<file path="src/rtl/sd_cmd_phy.sv">
// SD host command-line PHY: serialises a 48-bit command frame with CRC7 on CMD,
// then captures and checks the 48-bit short response and hands it back.
module sd_cmd_phy #(
  parameter int NCR_MAX = 64,
  parameter int CNT_W   = 7
) (
  input  logic        iClock_host,
  input  logic        iReset,
  input  logic        iStrobe_in,
  input  logic [5:0]  iCmd_index,
  input  logic [31:0] iCmd_argument,
  input  logic        iNo_response,
  input  logic        iAck_in,
  input  logic        iCmd_in,
  output logic        oAck_out,
  output logic        oStrobe_out,
  output logic [37:0] oResponse,
  output logic        oCrc_error,
  output logic        oTimeout,
  output logic        oCmd_out,
  output logic        oCmd_oe,
  output logic        oIdle_out,
  output logic [2:0]  dbg_state
);

  // Handshakes: iStrobe_in/oAck_out and oStrobe_out/iAck_in are four-phase.
  // A request is taken on an IDLE edge with iStrobe_in=1; ack drops on the
  // first edge that sees the strobe low. oStrobe_out holds until an edge with
  // iAck_in=1, and IDLE is re-entered only once iAck_in has returned low.
  typedef enum logic [2:0] {IDLE, SEND, WAIT_RESP, RECV, DONE} state_t;

  localparam logic [CNT_W-1:0] ONE       = CNT_W'(1);
  localparam logic [CNT_W-1:0] DATA_LAST = CNT_W'(38);
  localparam logic [CNT_W-1:0] CRC_FIRST = CNT_W'(39);
  localparam logic [CNT_W-1:0] CRC_LAST  = CNT_W'(45);
  localparam logic [CNT_W-1:0] END_BIT   = CNT_W'(46);
  localparam logic [CNT_W-1:0] NCR_LAST  = CNT_W'(NCR_MAX - 1);

  state_t           state;
  logic [CNT_W-1:0] cnt;
  logic [38:0]      tx_sr;   // frame bits 46..8 still to be sent
  logic [45:0]      rx_sr;   // response bits 46..1 as they arrive
  logic [6:0]       crc;
  logic             no_resp;
  logic             posted;  // oStrobe_out has been raised in this DONE visit

  function automatic logic [6:0] crc_step(input logic [6:0] c, input logic b);
    crc_step = {c[5:0], 1'b0} ^ ({7{b ^ c[6]}} & 7'h09);
  endfunction

  logic [6:0] crc_tx_next;
  logic [6:0] crc_rx_next;
  logic       rx_bad;

  assign crc_tx_next = crc_step(crc, oCmd_out);
  assign crc_rx_next = crc_step(crc, iCmd_in);
  // Evaluated on the edge that samples the end bit, so iCmd_in is bit 0.
  assign rx_bad      = rx_sr[45] | (rx_sr[6:0] != crc) | ~iCmd_in;
  assign dbg_state   = state;

  always_ff @(posedge iClock_host or posedge iReset) begin
    if (iReset) begin
      state       <= IDLE;
      cnt         <= '0;
      tx_sr       <= '0;
      rx_sr       <= '0;
      crc         <= '0;
      no_resp     <= 1'b0;
      posted      <= 1'b0;
      oAck_out    <= 1'b0;
      oStrobe_out <= 1'b0;
      oResponse   <= '0;
      oCrc_error  <= 1'b0;
      oTimeout    <= 1'b0;
      oCmd_out    <= 1'b1;
      oCmd_oe     <= 1'b0;
      oIdle_out   <= 1'b1;
    end else begin
      if (!iStrobe_in) oAck_out <= 1'b0;
      case (state)
        IDLE: begin
          if (iStrobe_in) begin
            tx_sr      <= {1'b1, iCmd_index, iCmd_argument};
            no_resp    <= iNo_response;
            oCrc_error <= 1'b0;
            oTimeout   <= 1'b0;
            oAck_out   <= 1'b1;
            oCmd_oe    <= 1'b1;
            oCmd_out   <= 1'b0;
            crc        <= '0;
            cnt        <= '0;
            oIdle_out  <= 1'b0;
            state      <= SEND;
          end
        end
        SEND: begin
          // cnt is the cycle index whose bit is currently on the line
          cnt   <= cnt + ONE;
          tx_sr <= {tx_sr[37:0], 1'b0};
          if (cnt <= DATA_LAST) begin
            crc      <= crc_tx_next;
            oCmd_out <= tx_sr[38];
          end else if (cnt == CRC_FIRST) begin
            crc      <= {crc_tx_next[5:0], 1'b0};
            oCmd_out <= crc_tx_next[6];
          end else if (cnt <= CRC_LAST) begin
            crc      <= {crc[5:0], 1'b0};
            oCmd_out <= crc[6];
          end else if (cnt == END_BIT) begin
            oCmd_out <= 1'b1;
          end else begin
            oCmd_oe  <= 1'b0;
            oCmd_out <= 1'b1;
            cnt      <= '0;
            posted   <= 1'b0;
            if (no_resp) begin
              oResponse <= '0;
              state     <= DONE;
            end else begin
              state     <= WAIT_RESP;
            end
          end
        end
        WAIT_RESP: begin
          if (!iCmd_in) begin
            rx_sr <= '0;
            crc   <= crc_step(7'd0, iCmd_in);
            cnt   <= '0;
            state <= RECV;
          end else if (cnt == NCR_LAST) begin
            oTimeout  <= 1'b1;
            oResponse <= '0;
            posted    <= 1'b0;
            state     <= DONE;
          end else begin
            cnt <= cnt + ONE;
          end
        end
        RECV: begin
          // cnt k receives response bit 46-k; CRC covers bits down to 8
          rx_sr <= {rx_sr[44:0], iCmd_in};
          cnt   <= cnt + ONE;
          if (cnt <= DATA_LAST) crc <= crc_rx_next;
          if (cnt == END_BIT) begin
            oResponse  <= rx_sr[44:7];
            oCrc_error <= rx_bad;
            posted     <= 1'b0;
            state      <= DONE;
          end
        end
        DONE: begin
          if (!posted) begin
            oStrobe_out <= 1'b1;
            posted      <= 1'b1;
          end else if (oStrobe_out) begin
            if (iAck_in) oStrobe_out <= 1'b0;
          end else if (!iAck_in) begin
            oIdle_out <= 1'b1;
            state     <= IDLE;
          end
        end
        default: state <= IDLE;
      endcase
    end
  end

endmodule

</file>
<file path="config.mk">
export PLATFORM = sky130hd
export DESIGN_NAME = sd_cmd_phy
export DESIGN_NICKNAME = d
export VERILOG_FILES = /design/src/rtl/sd_cmd_phy.sv
export SDC_FILE = /design/constraint.sdc
export NUM_CORES = 1
export LEC_CHECK = 0
export ABC_AREA = 1
export ABC_CLOCK_PERIOD_IN_PS = 11200
export CAP_MARGIN = 20
export CELL_PAD_IN_SITES_DETAIL_PLACEMENT = 1
export CELL_PAD_IN_SITES_GLOBAL_PLACEMENT = 1
export CORE_ASPECT_RATIO = 0.6
export CORE_MARGIN = 4
export CORE_UTILIZATION = 40
export CTS_CLUSTER_SIZE = 30
export DETAILED_ROUTE_END_ITERATION = 10
export PLACE_DENSITY = 0.77
export SYNTH_ARGS = -nofsm -noshare
export SYNTH_HDL_FRONTEND = slang
export SYNTH_SLANG_ARGS = --single-unit
</file>
<file path="constraint.sdc">
create_clock -name iClock_host -period 11.2 [get_ports iClock_host]
set_clock_uncertainty 0.2 [all_clocks]
set_input_delay 2.8 -clock iClock_host [delete_from_list [all_inputs] [get_ports iClock_host]]
set_output_delay 2.8 -clock iClock_host [all_outputs]
set_load 0.005 [all_outputs]
</file>
After elaboration in Yosys (flattened, before gate mapping). Cells that the tools add are included.

Flip-flop bits (word level): 149. Bits of input ports: 44. Output and inout port bits: 48. Logic and storage cells: 141.

$add $sub $neg: 1. Order comparisons: 2. Eq/ne operators: 25. Muxes and demuxes: 70. Bitwise operators: 7. Reductions and logical operators: 21.

Operator list (count): $mux W38 (8); $pmux W38 S3 (1); $pmux W46 S2 (1); $mux W7 (12); $pmux W39 S2 (1); $pmux W7 S4 (2); $mux W46 (1); $mux W39 (1); $mux W3 (12); $ne A2 B2 Y1 const B (14); $mux W1 (24); $eq A7 B6 Y1 const B (3); $pmux W3 S5 (1); $le A7 B6 Y1 const B (2); $xor A7 B4 Y7 (2); $pmux W1 S2 (5); $reduce_and A10 Y1 (1); $reduce_and A5 Y1 (2); $reduce_bool A2 Y1 (5); $reduce_and A9 Y1 (1); $reduce_and A8 Y1 (1); $reduce_bool A4 Y1 (2); $add A7 B1 Y7 const B (1); $ne A7 B7 Y1 (1); other kinds (15) (22).

Logic depth before layout (Yosys ltp).
Depth in word-level cells: 6. Gate-level depth with buffers: 13.

Worst setup path after synthesis. OpenSTA, ideal clock, no wires.

Path kind: in2reg. Start: input iCmd_in. End: register oResponse[0]. Setup time: 116 ps. Data arrival time: 3551 ps. Required time: 10884 ps. Slack: 7332 ps. Stages on the path: 7. Buffers on the path: 2. Cells stage by stage: inv_1 -> o21ai_1 -> nand4_1 -> buf_4 -> buf_6 -> nand2_1 -> nand2_1.

Longest elaborated chain between the ends: 2.

Ends and longest elaborated chain: from (decl) (line 14) `input logic iCmd_in,`; $ne A2 B2 Y1 (no source line); $reduce_and A9 Y1 (no source line); to (signal assigned) (line 145) `oResponse <= rx_sr[44:7];`; to (decl) (line 17) `output logic [37:0] oResponse,`.

Every way passes these cells. A chain may end at the register's enable or synchronous reset.

Worst setup path after layout.
Start: input iCmd_in. End: register crc[0].

Longest elaborated chain between the ends: 4.

Ends and longest elaborated chain: $xor A1 B1 Y1 (line 48) `crc_step = {c[5:0], 1'b0} ^ ({7{b ^ c[6]}} & 7'h09);`; $xor A7 B4 Y7 (line 48); $mux W7 (line 143) `if (cnt <= DATA_LAST) crc <= crc_rx_next;`; $pmux W7 S4 (line 80) `case (state)`; to (signal assigned) (line 101) `crc <= crc_tx_next;`; to (signal assigned) (line 104) `crc <= {crc_tx_next[5:0], 1'b0};`; to (signal assigned) (line 143); to (decl) (line 43) `logic [6:0] crc;`.

Several ways; a longest one is shown, not always the timed one. The select of a mux whose other input is x is not followed.

==> flow_summary_export.csv <==
group,metric,value,unit
status,status,"completed",
die,fp.dieW,176,um
sta,fmax,221,MHz
sta,setup_violations,0,
die,initial_core_util,41.2,%
worst_setup_path,worst_ep_required_time,11.32,ns
final_layout,seqCellArea,3730,um^2
worst_setup_path,slowest_delay,0.58,ns
global_route,antenna_found_initial,0,
die,ios,92,
pwr,p_leak,4.02,nW
placement,gp_congestion,0.870,
synthesis,ys_seq_area_share,55.3,%
sta,fin_setup_tns,0,ns
final_layout,final_common_cell,"nand2_1",
worst_setup_path,cp_max_fo,11,
global_route,grt_overflow,0,
clocking,cts_setup_buffers,0,
synthesis,synthCells,816,
sta,tightestPinTransition,0.930,ns
clocking,clk_pin_slew,0.07,ns
detailed_routing,ant_nets,0,
detailed_routing,drcViolationCount,0,
worst_setup_path,cp_slowest_cell,"clkdlybuf4s50_1",
final_layout,stdcell_area,8420,um^2
final_layout,nFillCells,1955,
final_layout,antenna_cells,0,
clocking,cts_max_level,4,
sta,hold_viol_final,0,
placement,placed_cell_area,7790,um^2
final_layout,layout_common_cells,"nand2_1, dfrtp_1, nor2_1",
pwr,peakVddDrop,114,uV
synthesis,synth_nets,863,
synthesis,syn_avg_cell_area,8.27,um^2
worst_setup_path,crit_type,"input port to flip-flop",
sta,slew_violations,0,
placement,place_ws,6.14,ns
global_route,grt_pass1_wl,32600,um
clocking,cts_hold_buf,0,
run,cap_viol_max_count,0,
clocking,cts_resized,0,
die,rows,36,
sta,slew_headroom,37.9,%
pwr,totalPowerFinal,2.15,mW
worst_setup_path,crit_chain,"clkdlybuf4s50_1, inv_1, nor2_1, nor2_1, nand3_1, inv_1, nand2_1, nand2_1",
clocking,cts_root_buf,"clkbuf_16",
detailed_routing,vias_per_cell,5.23,
synthesis,post_synth_num_cell_types,36,
sta,fin_crit_sh,40.4,%
final_layout,multiInputGateArea,2480,um^2
clocking,clock_latency,0.43,ns
die,die_h,109,um
final_layout,nets,943,
sta,whs,0.279,ns
worst_setup_path,endpoint_kind,"flip-flop",
placement,detailed_place_hpwl,13100,um
worst_setup_path,worstPathArrival,4.64,ns
synthesis,ys_seq_elements,149,
worst_hold_path,hold_class,"flip-flop to flip-flop",
clocking,clock-sinks,149,
die,dieArea,19100,um^2
clocking,cts_tree,"built",
global_route,gr-usage-all-layers,21.4,%
detailed_routing,initialDrtViolationCount,367,
sta,rsz0062_at_grt,"no",
detailed_routing,drt-total-wl,19600,um
die,coreArea,16400,um^2
global_route,grt_max_degree,85,
detailed_routing,dr.pass1.iters,4,
sta,min_period,4.52,ns
clocking,cts_buffer_depth,2,
detailed_routing,vias,5948,
placement,port-buffer-count,91,
detailed_routing,avgRoutedWirePerCell,17.2,um
pwr,powerDensity,256,nW/um^2
final_layout,syn_to_final_growth,24.7,%
synthesis,synth_warnings,0,
clocking,cts_made_buffers,17,
global_route,grt_pass1_vias,6351,
synthesis,synth_area,6750,um^2
worst_setup_path,startpoint_type,"input port",
final_layout,layout-drive-gt1-share,7.37,%
sta,worst_slack,6.68,ns
## cells in the mapped netlist (all sizes together)
library cell | count | area [um^2]
nand3b | 2 | 15.0
nand3 | 26 | 135
o21ai | 21 | 109
or2 | 1 | 6.26
dfstp | 2 | 52.6
o2111ai | 2 | 17.5
inv | 87 | 327
a22o | 1 | 8.76
o211ai | 2 | 15.0
nand2 | 233 | 895
nor3 | 1 | 5.00
a21oi | 6 | 30.0
o22ai | 85 | 532
a31o | 1 | 8.76
clkbuf | 14 | 52.6
nand4 | 8 | 50.1
xor2 | 4 | 35.0
buf | 24 | 154
dfrtp | 147 | 3680
xnor2 | 1 | 8.76
nor2 | 143 | 564
clkinv | 1 | 3.75
ha | 3 | 37.5
a211oi | 1 | 7.51
## where the power goes
group	switching, mW	leakage (nW)	internal [mW]
clock network	0.269	0.292	0.305
registers	0.107	1.92	0.714
logic	0.503	1.81	0.255
total	0.879	4.02	1.27
## sequential cells by signal, indices dropped and copies added (netlist names)
signal and flops:
cnt 7, crc 7, dbg_state 3, no_resp 1, oAck_out 1, oCmd_oe 1
oCmd_out 1, oCrc_error 1, oIdle_out 1, oResponse 38, oStrobe_out 1, oTimeout 1
posted 1, rx_sr 46, tx_sr 39
## kinds of logic (layout without fill, tap and decap cells)
group	count (synthesis)	after routing	synth area share, %
AO/OA/AOI/OAI	119	119	10.8
XOR/XNOR	5	5	0.649
adder cells (fa/ha/maj)	3	3	0.556
buffers and inverters	126	219	7.95
flip-flops	149	149	55.3
AND/OR/NAND/NOR	414	414	24.8
## worst max-delay path, delay by kind of cell
kind	cells	cell delay [ns]
simple gates	5	0.90
buf+inv	3	0.93
## per-stage QoR
stage | utilization, % | cells
6_report | 51.3 | 1137
5_1_grt | 51.3 | 1137
4_1_cts | 51.2 | 1136
3_5_place_dp | 47.5 | 1104
3_3_place_gp | 47.5 | 1104
2_1_floorplan | - | 816
## layer usage
layer  up-vias  GRT usage [%]  wire, um
met5         -              0         0
met4         0           6.40       221
li1       2788              -         -
met1      2997           30.4      9430
met3        21           3.88       885
met2       142           33.9      9030
## worst paths after layout
path	start	end	slack, ns	depth (start not counted)
max in group asynchronous	iReset	oCmd_out	7.02	4
hold reg to reg	oResponse[16]	oResponse[16]	0.28	2
setup / recovery	iCmd_in	crc[0]	6.68	8
min in group asynchronous	iReset	oResponse[32]	2.65	2
setup reg to reg	dbg_state[2]	crc[0]	8.12	8
hold / removal	oResponse[16]	oResponse[16]	0.28	2
## layout make-up
cell class	count	area share (%)
Clock inverter	14	1.84
Multi-Input combinational cell	541	29.5
Sequential cell	149	44.3
Inverter	88	3.98
Timing Repair Buffer	99	11.8
Tap cell	228	3.39
Clock buffer	18	5.22
(Power assumes the default switching activity.)
